==> src/rtl/s_stream_unpacker_pkg.sv <==
// Shared definitions for the S-sequence unpacker: widths, the "full word"
// count encoding, FSM states and the per-word tag kept beside each buffered word.
package s_stream_unpacker_pkg;

    localparam int PE_LOG         = 6;
    localparam int CHAR_BITS      = 2;
    localparam int WORD_BITS      = 128;
    localparam int CHARS_PER_WORD = WORD_BITS / CHAR_BITS;
    localparam int VALID_W        = PE_LOG + 1;
    localparam int IDX_W          = $clog2(CHARS_PER_WORD);

    // All-ones count marks a full 64-base word that is not the last one of S.
    localparam logic [VALID_W-1:0] S_VALID_FULL = '1;

    typedef enum logic [1:0] {
        ST_IDLE = 2'd0,
        ST_RUN  = 2'd1,
        ST_DONE = 2'd2
    } state_e;

    // What the buffer needs to know about a stored word: whether it ends S
    // and the index of its last valid base.
    typedef struct packed {
        logic             final_word;
        logic [IDX_W-1:0] last_idx;
    } word_tag_t;

    // A count is usable when it is the full-word marker or 1..CHARS_PER_WORD.
    function automatic logic count_legal(input logic [VALID_W-1:0] v);
        return (v == S_VALID_FULL) ||
               ((v != '0) && (v <= VALID_W'(CHARS_PER_WORD)));
    endfunction

    // Turn a legal source count into the stored tag.
    function automatic word_tag_t decode_tag(input logic [VALID_W-1:0] v);
        word_tag_t t;
        t.final_word = (v != S_VALID_FULL);
        t.last_idx   = t.final_word ? IDX_W'(v - VALID_W'(1))
                                    : IDX_W'(CHARS_PER_WORD - 1);
        return t;
    endfunction

endpackage

==> src/rtl/s_stream_unpacker_buffer.sv <==
// Two-entry word FIFO for the S unpacker. Each slot holds one packed word and
// its tag; the head slot is read one base per accepted cycle. A word arriving
// in the same cycle the head slot frees may take that slot if the other one is
// still occupied.
module s_word_buffer
    import s_stream_unpacker_pkg::*;
(
    input  logic                 clk,
    input  logic                 rst_n,
    input  logic                 wr_en,
    input  logic [WORD_BITS-1:0] wr_data,
    input  word_tag_t            wr_tag,
    input  logic                 rd_ready,
    output logic [CHAR_BITS-1:0] rd_char,
    output logic                 rd_valid,
    output logic                 rd_last,
    output logic                 wr_drop,
    output logic                 last_pop,
    output logic                 space_next
);

    logic [WORD_BITS-1:0] data_q [2];
    word_tag_t            tag_q  [2];
    logic [1:0]           full_q;
    logic                 head_q;
    logic [IDX_W-1:0]     idx_q;

    logic [1:0]           full_after_pop;
    logic [1:0]           full_d;
    logic                 head_d;
    logic [IDX_W-1:0]     idx_d;
    logic                 advance;
    logic                 pop;
    logic                 wr_slot;
    logic                 wr_accept;

    // Read side: head slot drives the current base and its last-of-S marker.
    always_comb begin
        rd_valid = full_q[head_q];
        rd_char  = '0;
        rd_last  = 1'b0;
        if (rd_valid) begin
            rd_char = data_q[head_q][{idx_q, 1'b0} +: CHAR_BITS];
            rd_last = tag_q[head_q].final_word && (idx_q == tag_q[head_q].last_idx);
        end
    end

    // Occupancy update: free the head on its last base, then place any new word.
    // NOTE: every signal assigned here gets a default first, so no path leaves a latch.
    always_comb begin
        advance        = full_q[head_q] && rd_ready;
        pop            = advance && (idx_q == tag_q[head_q].last_idx);
        last_pop       = pop && tag_q[head_q].final_word;

        full_after_pop = full_q;
        if (pop) begin
            full_after_pop[head_q] = 1'b0;
        end

        // Empty buffer -> slot 0; one slot busy -> the other; both busy -> drop.
        wr_slot   = full_after_pop[0];
        wr_accept = wr_en && (full_after_pop != 2'b11);
        wr_drop   = wr_en && (full_after_pop == 2'b11);

        full_d = full_after_pop;
        if (wr_accept) begin
            full_d[wr_slot] = 1'b1;
        end

        // An empty buffer always points at slot 0, where the next word lands.
        head_d = pop ? ~head_q : head_q;
        if (full_after_pop == 2'b00) begin
            head_d = 1'b0;
        end

        idx_d = idx_q;
        if (pop) begin
            idx_d = '0;
        end else if (advance) begin
            idx_d = idx_q + IDX_W'(1);
        end

        space_next = ~&full_d;
    end

    // Slot flags, head pointer and base index; reset leaves the buffer empty.
    // NOTE: non-blocking assignments so every flop samples values from before the edge.
    always_ff @(posedge clk) begin
        if (!rst_n) begin
            full_q <= '0;
            head_q <= 1'b0;
            idx_q  <= '0;
        end else begin
            full_q <= full_d;
            head_q <= head_d;
            idx_q  <= idx_d;
        end
    end

    // Word storage.
    // NOTE: payload storage is not reset; the full flags alone say whether a slot holds data.
    always_ff @(posedge clk) begin
        if (wr_accept) begin
            data_q[wr_slot] <= wr_data;
            tag_q[wr_slot]  <= wr_tag;
        end
    end

endmodule

==> src/rtl/s_stream_unpacker.sv <==
// S-sequence unpacker: requests packed S words from the source, keeps up to
// two of them in s_word_buffer and streams one 2-bit base per cycle to the
// PE-array front end. The top holds the pass FSM, request and error logic.
module s_stream_unpacker
    import s_stream_unpacker_pkg::*;
(
    input  logic                 clk,
    input  logic                 rst_n,
    input  logic                 i_start,
    output logic                 o_busy,
    output logic                 o_done,
    output logic                 o_request_s,
    input  logic [WORD_BITS-1:0] i_s,
    input  logic [VALID_W-1:0]   i_s_valid,
    output logic [CHAR_BITS-1:0] o_char,
    output logic                 o_char_valid,
    output logic                 o_char_last,
    input  logic                 i_char_ready,
    output logic                 o_error
);

    state_e    state_q;
    state_e    state_d;
    logic      final_seen_q;
    logic      final_seen_d;
    logic      request_d;
    logic      error_d;

    logic      capture;
    logic      count_bad;
    logic      wr_en;
    word_tag_t wr_tag;
    logic      wr_drop;
    logic      last_pop;
    logic      space_next;

    // Qualify the source word: only taken while running, with a legal count,
    // and never once the final word of S is already held.
    always_comb begin
        capture   = (state_q == ST_RUN) && (i_s_valid != '0);
        count_bad = !count_legal(i_s_valid);
        wr_tag    = decode_tag(i_s_valid);
        wr_en     = capture && !count_bad && !final_seen_q;
    end

    s_word_buffer u_buffer (
        .clk        (clk),
        .rst_n      (rst_n),
        .wr_en      (wr_en),
        .wr_data    (i_s),
        .wr_tag     (wr_tag),
        .rd_ready   (i_char_ready),
        .rd_char    (o_char),
        .rd_valid   (o_char_valid),
        .rd_last    (o_char_last),
        .wr_drop    (wr_drop),
        .last_pop   (last_pop),
        .space_next (space_next)
    );

    // Pass sequencing and the outputs decoded from the current state.
    always_comb begin
        state_d = state_q;
        o_busy  = 1'b0;
        o_done  = 1'b0;
        case (state_q)
            ST_IDLE: begin
                if (i_start) begin
                    state_d = ST_RUN;
                end
            end
            ST_RUN: begin
                o_busy = 1'b1;
                if (last_pop) begin
                    state_d = ST_DONE;
                end
            end
            ST_DONE: begin
                o_busy  = 1'b1;
                o_done  = 1'b1;
                state_d = ST_IDLE;
            end
            default: begin
                state_d = ST_IDLE;
            end
        endcase
    end

    // Next-cycle request, final-word tracking and sticky error.
    // The request looks at occupancy after this cycle's capture and pop, so it
    // drops the cycle after the last free slot is filled.
    always_comb begin
        final_seen_d = 1'b0;
        if (state_q == ST_RUN) begin
            final_seen_d = final_seen_q || (wr_en && !wr_drop && wr_tag.final_word);
        end
        request_d = (state_d == ST_RUN) && space_next && !final_seen_d;
        error_d   = o_error || (capture && (count_bad || final_seen_q || wr_drop));
    end

    // FSM state register.
    always_ff @(posedge clk) begin
        if (!rst_n) begin
            state_q <= ST_IDLE;
        end else begin
            state_q <= state_d;
        end
    end

    // Registered request, final-word flag and error flag.
    always_ff @(posedge clk) begin
        if (!rst_n) begin
            final_seen_q <= 1'b0;
            o_request_s  <= 1'b0;
            o_error      <= 1'b0;
        end else begin
            final_seen_q <= final_seen_d;
            o_request_s  <= request_d;
            o_error      <= error_d;
        end
    end

endmodule

==> config.mk <==
export PLATFORM = sky130hd
export DESIGN_NAME = s_stream_unpacker
export DESIGN_NICKNAME = d
export VERILOG_FILES = /design/src/rtl/s_stream_unpacker_pkg.sv /design/src/rtl/s_stream_unpacker_buffer.sv /design/src/rtl/s_stream_unpacker.sv
export SDC_FILE = /design/constraint.sdc
export NUM_CORES = 1
export LEC_CHECK = 0
export CORE_ASPECT_RATIO = 1.75
export CORE_MARGIN = 3
export CORE_UTILIZATION = 56
export CTS_BUF_LIST = sky130_fd_sc_hd__clkbuf_16
export DETAILED_ROUTE_END_ITERATION = 10
export GPL_TIMING_DRIVEN = 0
export HOLD_SLACK_MARGIN = 0.15
export MAX_ROUTING_LAYER = met4
export PLACE_DENSITY = 0.79
export SLEW_MARGIN = 5
export SYNTH_ARGS = -nofsm -noshare
export SYNTH_HDL_FRONTEND = slang
export SYNTH_SLANG_ARGS = --single-unit
export TNS_END_PERCENT = 5
==> constraint.sdc <==
create_clock -name clk -period 43.9 [get_ports clk]
set_input_delay 8.78 -clock clk [delete_from_list [all_inputs] [get_ports clk]]
set_output_delay 8.78 -clock clk [all_outputs]
set_load 0.02 [all_outputs]
==> impl_metrics.json <==
{
  "synthTopCellsByArea": "edfxtp_1 71%, mux4_2 9.6%, mux2i_1 4.0%",
  "synth_commonest_cells": "270 x edfxtp_1, 49 x mux4_2, 46 x mux2i_1",
  "final_nets": 939,
  "peakVddDrop_mv": 0.0432,
  "syn_area_per_cell_sq_um": 19.2,
  "dpl.hpwl_um": 18400,
  "p_total_mw": 0.558,
  "ctsResizeCount": 0,
  "cts_made_buffers": 25,
  "utilization_pct": 72.0,
  "async_flop_share_pct": 0,
  "cts_tree": "yes",
  "synth_most_common_cell": "edfxtp_1",
  "grt.overflow.total": 0,
  "crit_path_start_kind": "flip-flop",
  "die_area_sq_mm": 0.0223,
  "synth_top_area_share_pct": 70.8,
  "start_util_pct": 57.5,
  "grt_max_degree": 30,
  "finalCritPeriodShare_pct": 28.5,
  "worst_slew_pin_slew_ns": 0.861,
  "ant_nets": 0,
  "crit_arrival_ns": 3.73,
  "ys_seq_elements": 285,
  "grtUsageMet2_pct": 43.7,
  "routedWlPerCell_um": 24.0,
  "seq_area_frac_synth_pct": 73.4,
  "fmax_mhz": 79.9,
  "cts_buffer_depth": 3,
  "syn_nets": 741,
  "insertion_delay_ns": 0.52,
  "syn-cell-area_sq_mm": 0.0115,
  "drv_cap": 0,
  "rows": 68,
  "ios": 147,
  "synth_cell_type_count": 66,
  "final-hold-violation-count": 0,
  "drv_slew": 0,
  "globalRouteMet3Util_pct": 2.51,
  "yosys_warnings": 0,
  "cts_setup_buffers": 0,
  "yosys_most_used_dff": "edfxtp_1",
  "htree_levels": 1,
  "worstSetupPathType": "flip-flop to output port",
  "synthCells": 596,
  "grt_pass1_vias": 7113,
  "root_buffer": "clkbuf_16",
  "viasPerCell": 6.07,
  "hp-class": "flip-flop to flip-flop",
  "portBuffers": 146,
  "routed-via-count": 6419,
  "routed_wl_um": 25400,
  "drc": 0,
  "die_x_um": 114,
  "initialDrtViolationCount": 505,
  "drive_gt1_share_pct": 16.3,
  "synth_edf_count": 270,
  "skew_ns": 0.0174,
  "final_cells": 1057,
  "first_pass_iters": 5,
  "power_density_mw_per_mm2": 38.9,
  "cts.sinks": 285,
  "setup_viol": 0,
  "gr-max-usage-layer": "met2",
  "rsz0062_at_grt": "no",
  "track_usage_pct": 23.8,
  "cts-hold-fix-buffers": 0,
  "clkTransAtPathRegs_ns": 0.07,
  "place_inst": 1012,
  "max-slew-margin-rel_pct": 42.6,
  "yosysTopAreaCell": "edfxtp_1",
  "grt_pass1_wl_um": 39000,
  "finalCriticalPeriod_ns": 12.51,
  "crit_path_end_kind": "output port",
  "cp.required_ns": 35.12,
  "synthToLayoutAreaGrowth_pct": 25.2,
  "met1_usage_pct": 26.8,
  "fin_tns_setup_ns": 0,
  "p_leak_nw": 4.57,
  "place.gp.congestion": 0.866,
  "path_max_fanout": 10,
  "core_sq_mm": 0.0199,
  "antenna_found_initial": 1,
  "die_h_um": 195,
  "status": "completed"
}
[kinds of logic (layout without fill, tap and decap cells)]
group,after synthesis,count (layout),share of synthesized area (%)
buffers and inverters,37,252,2.10
other,0,1,0
XOR/XNOR,13,13,0.994
AO/OA/AOI/OAI,90,90,5.54
multiplexers,96,96,13.9
AND/OR/NAND/NOR,69,69,3.41
flip-flops,285,285,73.4
adder cells (fa/ha/maj),6,6,0.656
[worst paths after layout]
kind	startpoint	to	slack [ns]	depth (start not counted)
min reg2reg	final_seen_q$_SDFF_PN0_	o_error$_SDFF_PN0_	0.57	2
max	u_buffer.idx_q[1]$_SDFFE_PP0P_	o_char[0]	31.39	9
max reg2reg	flip-flop	u_buffer.data_q[1][106]$_DFFE_PP_	40.24	11
min	final_seen_q$_SDFF_PN0_	o_error$_SDFF_PN0_	0.57	2
[worst max-delay path, cell delays in order, from the launching register on]
cell	delay [ns]
dfxtp_1	0.33
clkbuf_1	0.26
clkbuf_1	0.57
nor2_1	0.36
a22oi_1	0.25
a21oi_1	0.14
a31oi_1	0.16
nand3_1	0.12
a221oi_1	0.31
clkdlybuf4s50_1	0.70
[power by group]
group	internal [mW]	leakage [nW]	switching [mW]	total, mW
clock	0.121	0.405	0.0924	0.213
combinational	0.0198	1.59	0.0160	0.0358
sequential	0.306	2.57	0.00223	0.308
total	0.447	4.57	0.111	0.558
[flip-flops by register name, summed over array words and instances, names as in the netlist, named ones only]
signal,cells
final_seen_q,1
o_error,1
o_request_s,1
state_q,2
u_buffer.data_q,256
u_buffer.full_q,2
u_buffer.head_q,1
u_buffer.idx_q,6
u_buffer.tag_q,14
[routing by layer]
| metal | wire (um) | up-vias |
|---|---|---|
| met5 | 0 | - |
| met4 | 735 | 0 |
| met3 | 1350 | 62 |
| met2 | 14400 | 258 |
| met1 | 8870 | 3258 |
| li1 | - | 2841 |
[per-stage QoR]
stage                     instance area (sq um)  hold WS [ns]  setup slack [ns]
after floorplan                           11500         0.515             18.95
after global placement                    13200         0.526             12.60
after detailed placement                  13500         0.573             31.15
after CTS                                 14300         0.575             31.37
after global routing                      14300         0.613             31.17
final                                     14300         0.571             31.39
[layout by cell type, fill, tap and decap left out, drive strengths merged, types with 11 or more instances in the layout]
| cell type | n |
|---|---|
| edfxtp | 270 |
| clkdlybuf4s50 | 146 |
| mux4 | 50 |
| mux2i | 46 |
| buf | 40 |
| clkbuf | 39 |
| a22oi | 22 |
| a21oi | 21 |
| nand2 | 19 |
| dfxtp | 15 |
| inv | 15 |
| nor2 | 11 |
[layout make-up]
cell class                      instances  area [sq um]
Fill cell                            1226          5580
Multi-Input combinational cell        274          2820
Antenna cell                            1          2.50
Tap cell                              245           307
Clock inverter                         19           166
Clock buffer                           25           626
Timing Repair Buffer                  171          1760
Sequential cell                       285          8410
Inverter                                8          30.0
Buffer                                 29           210
No activity file was read; power rests on OpenSTA's default activity.
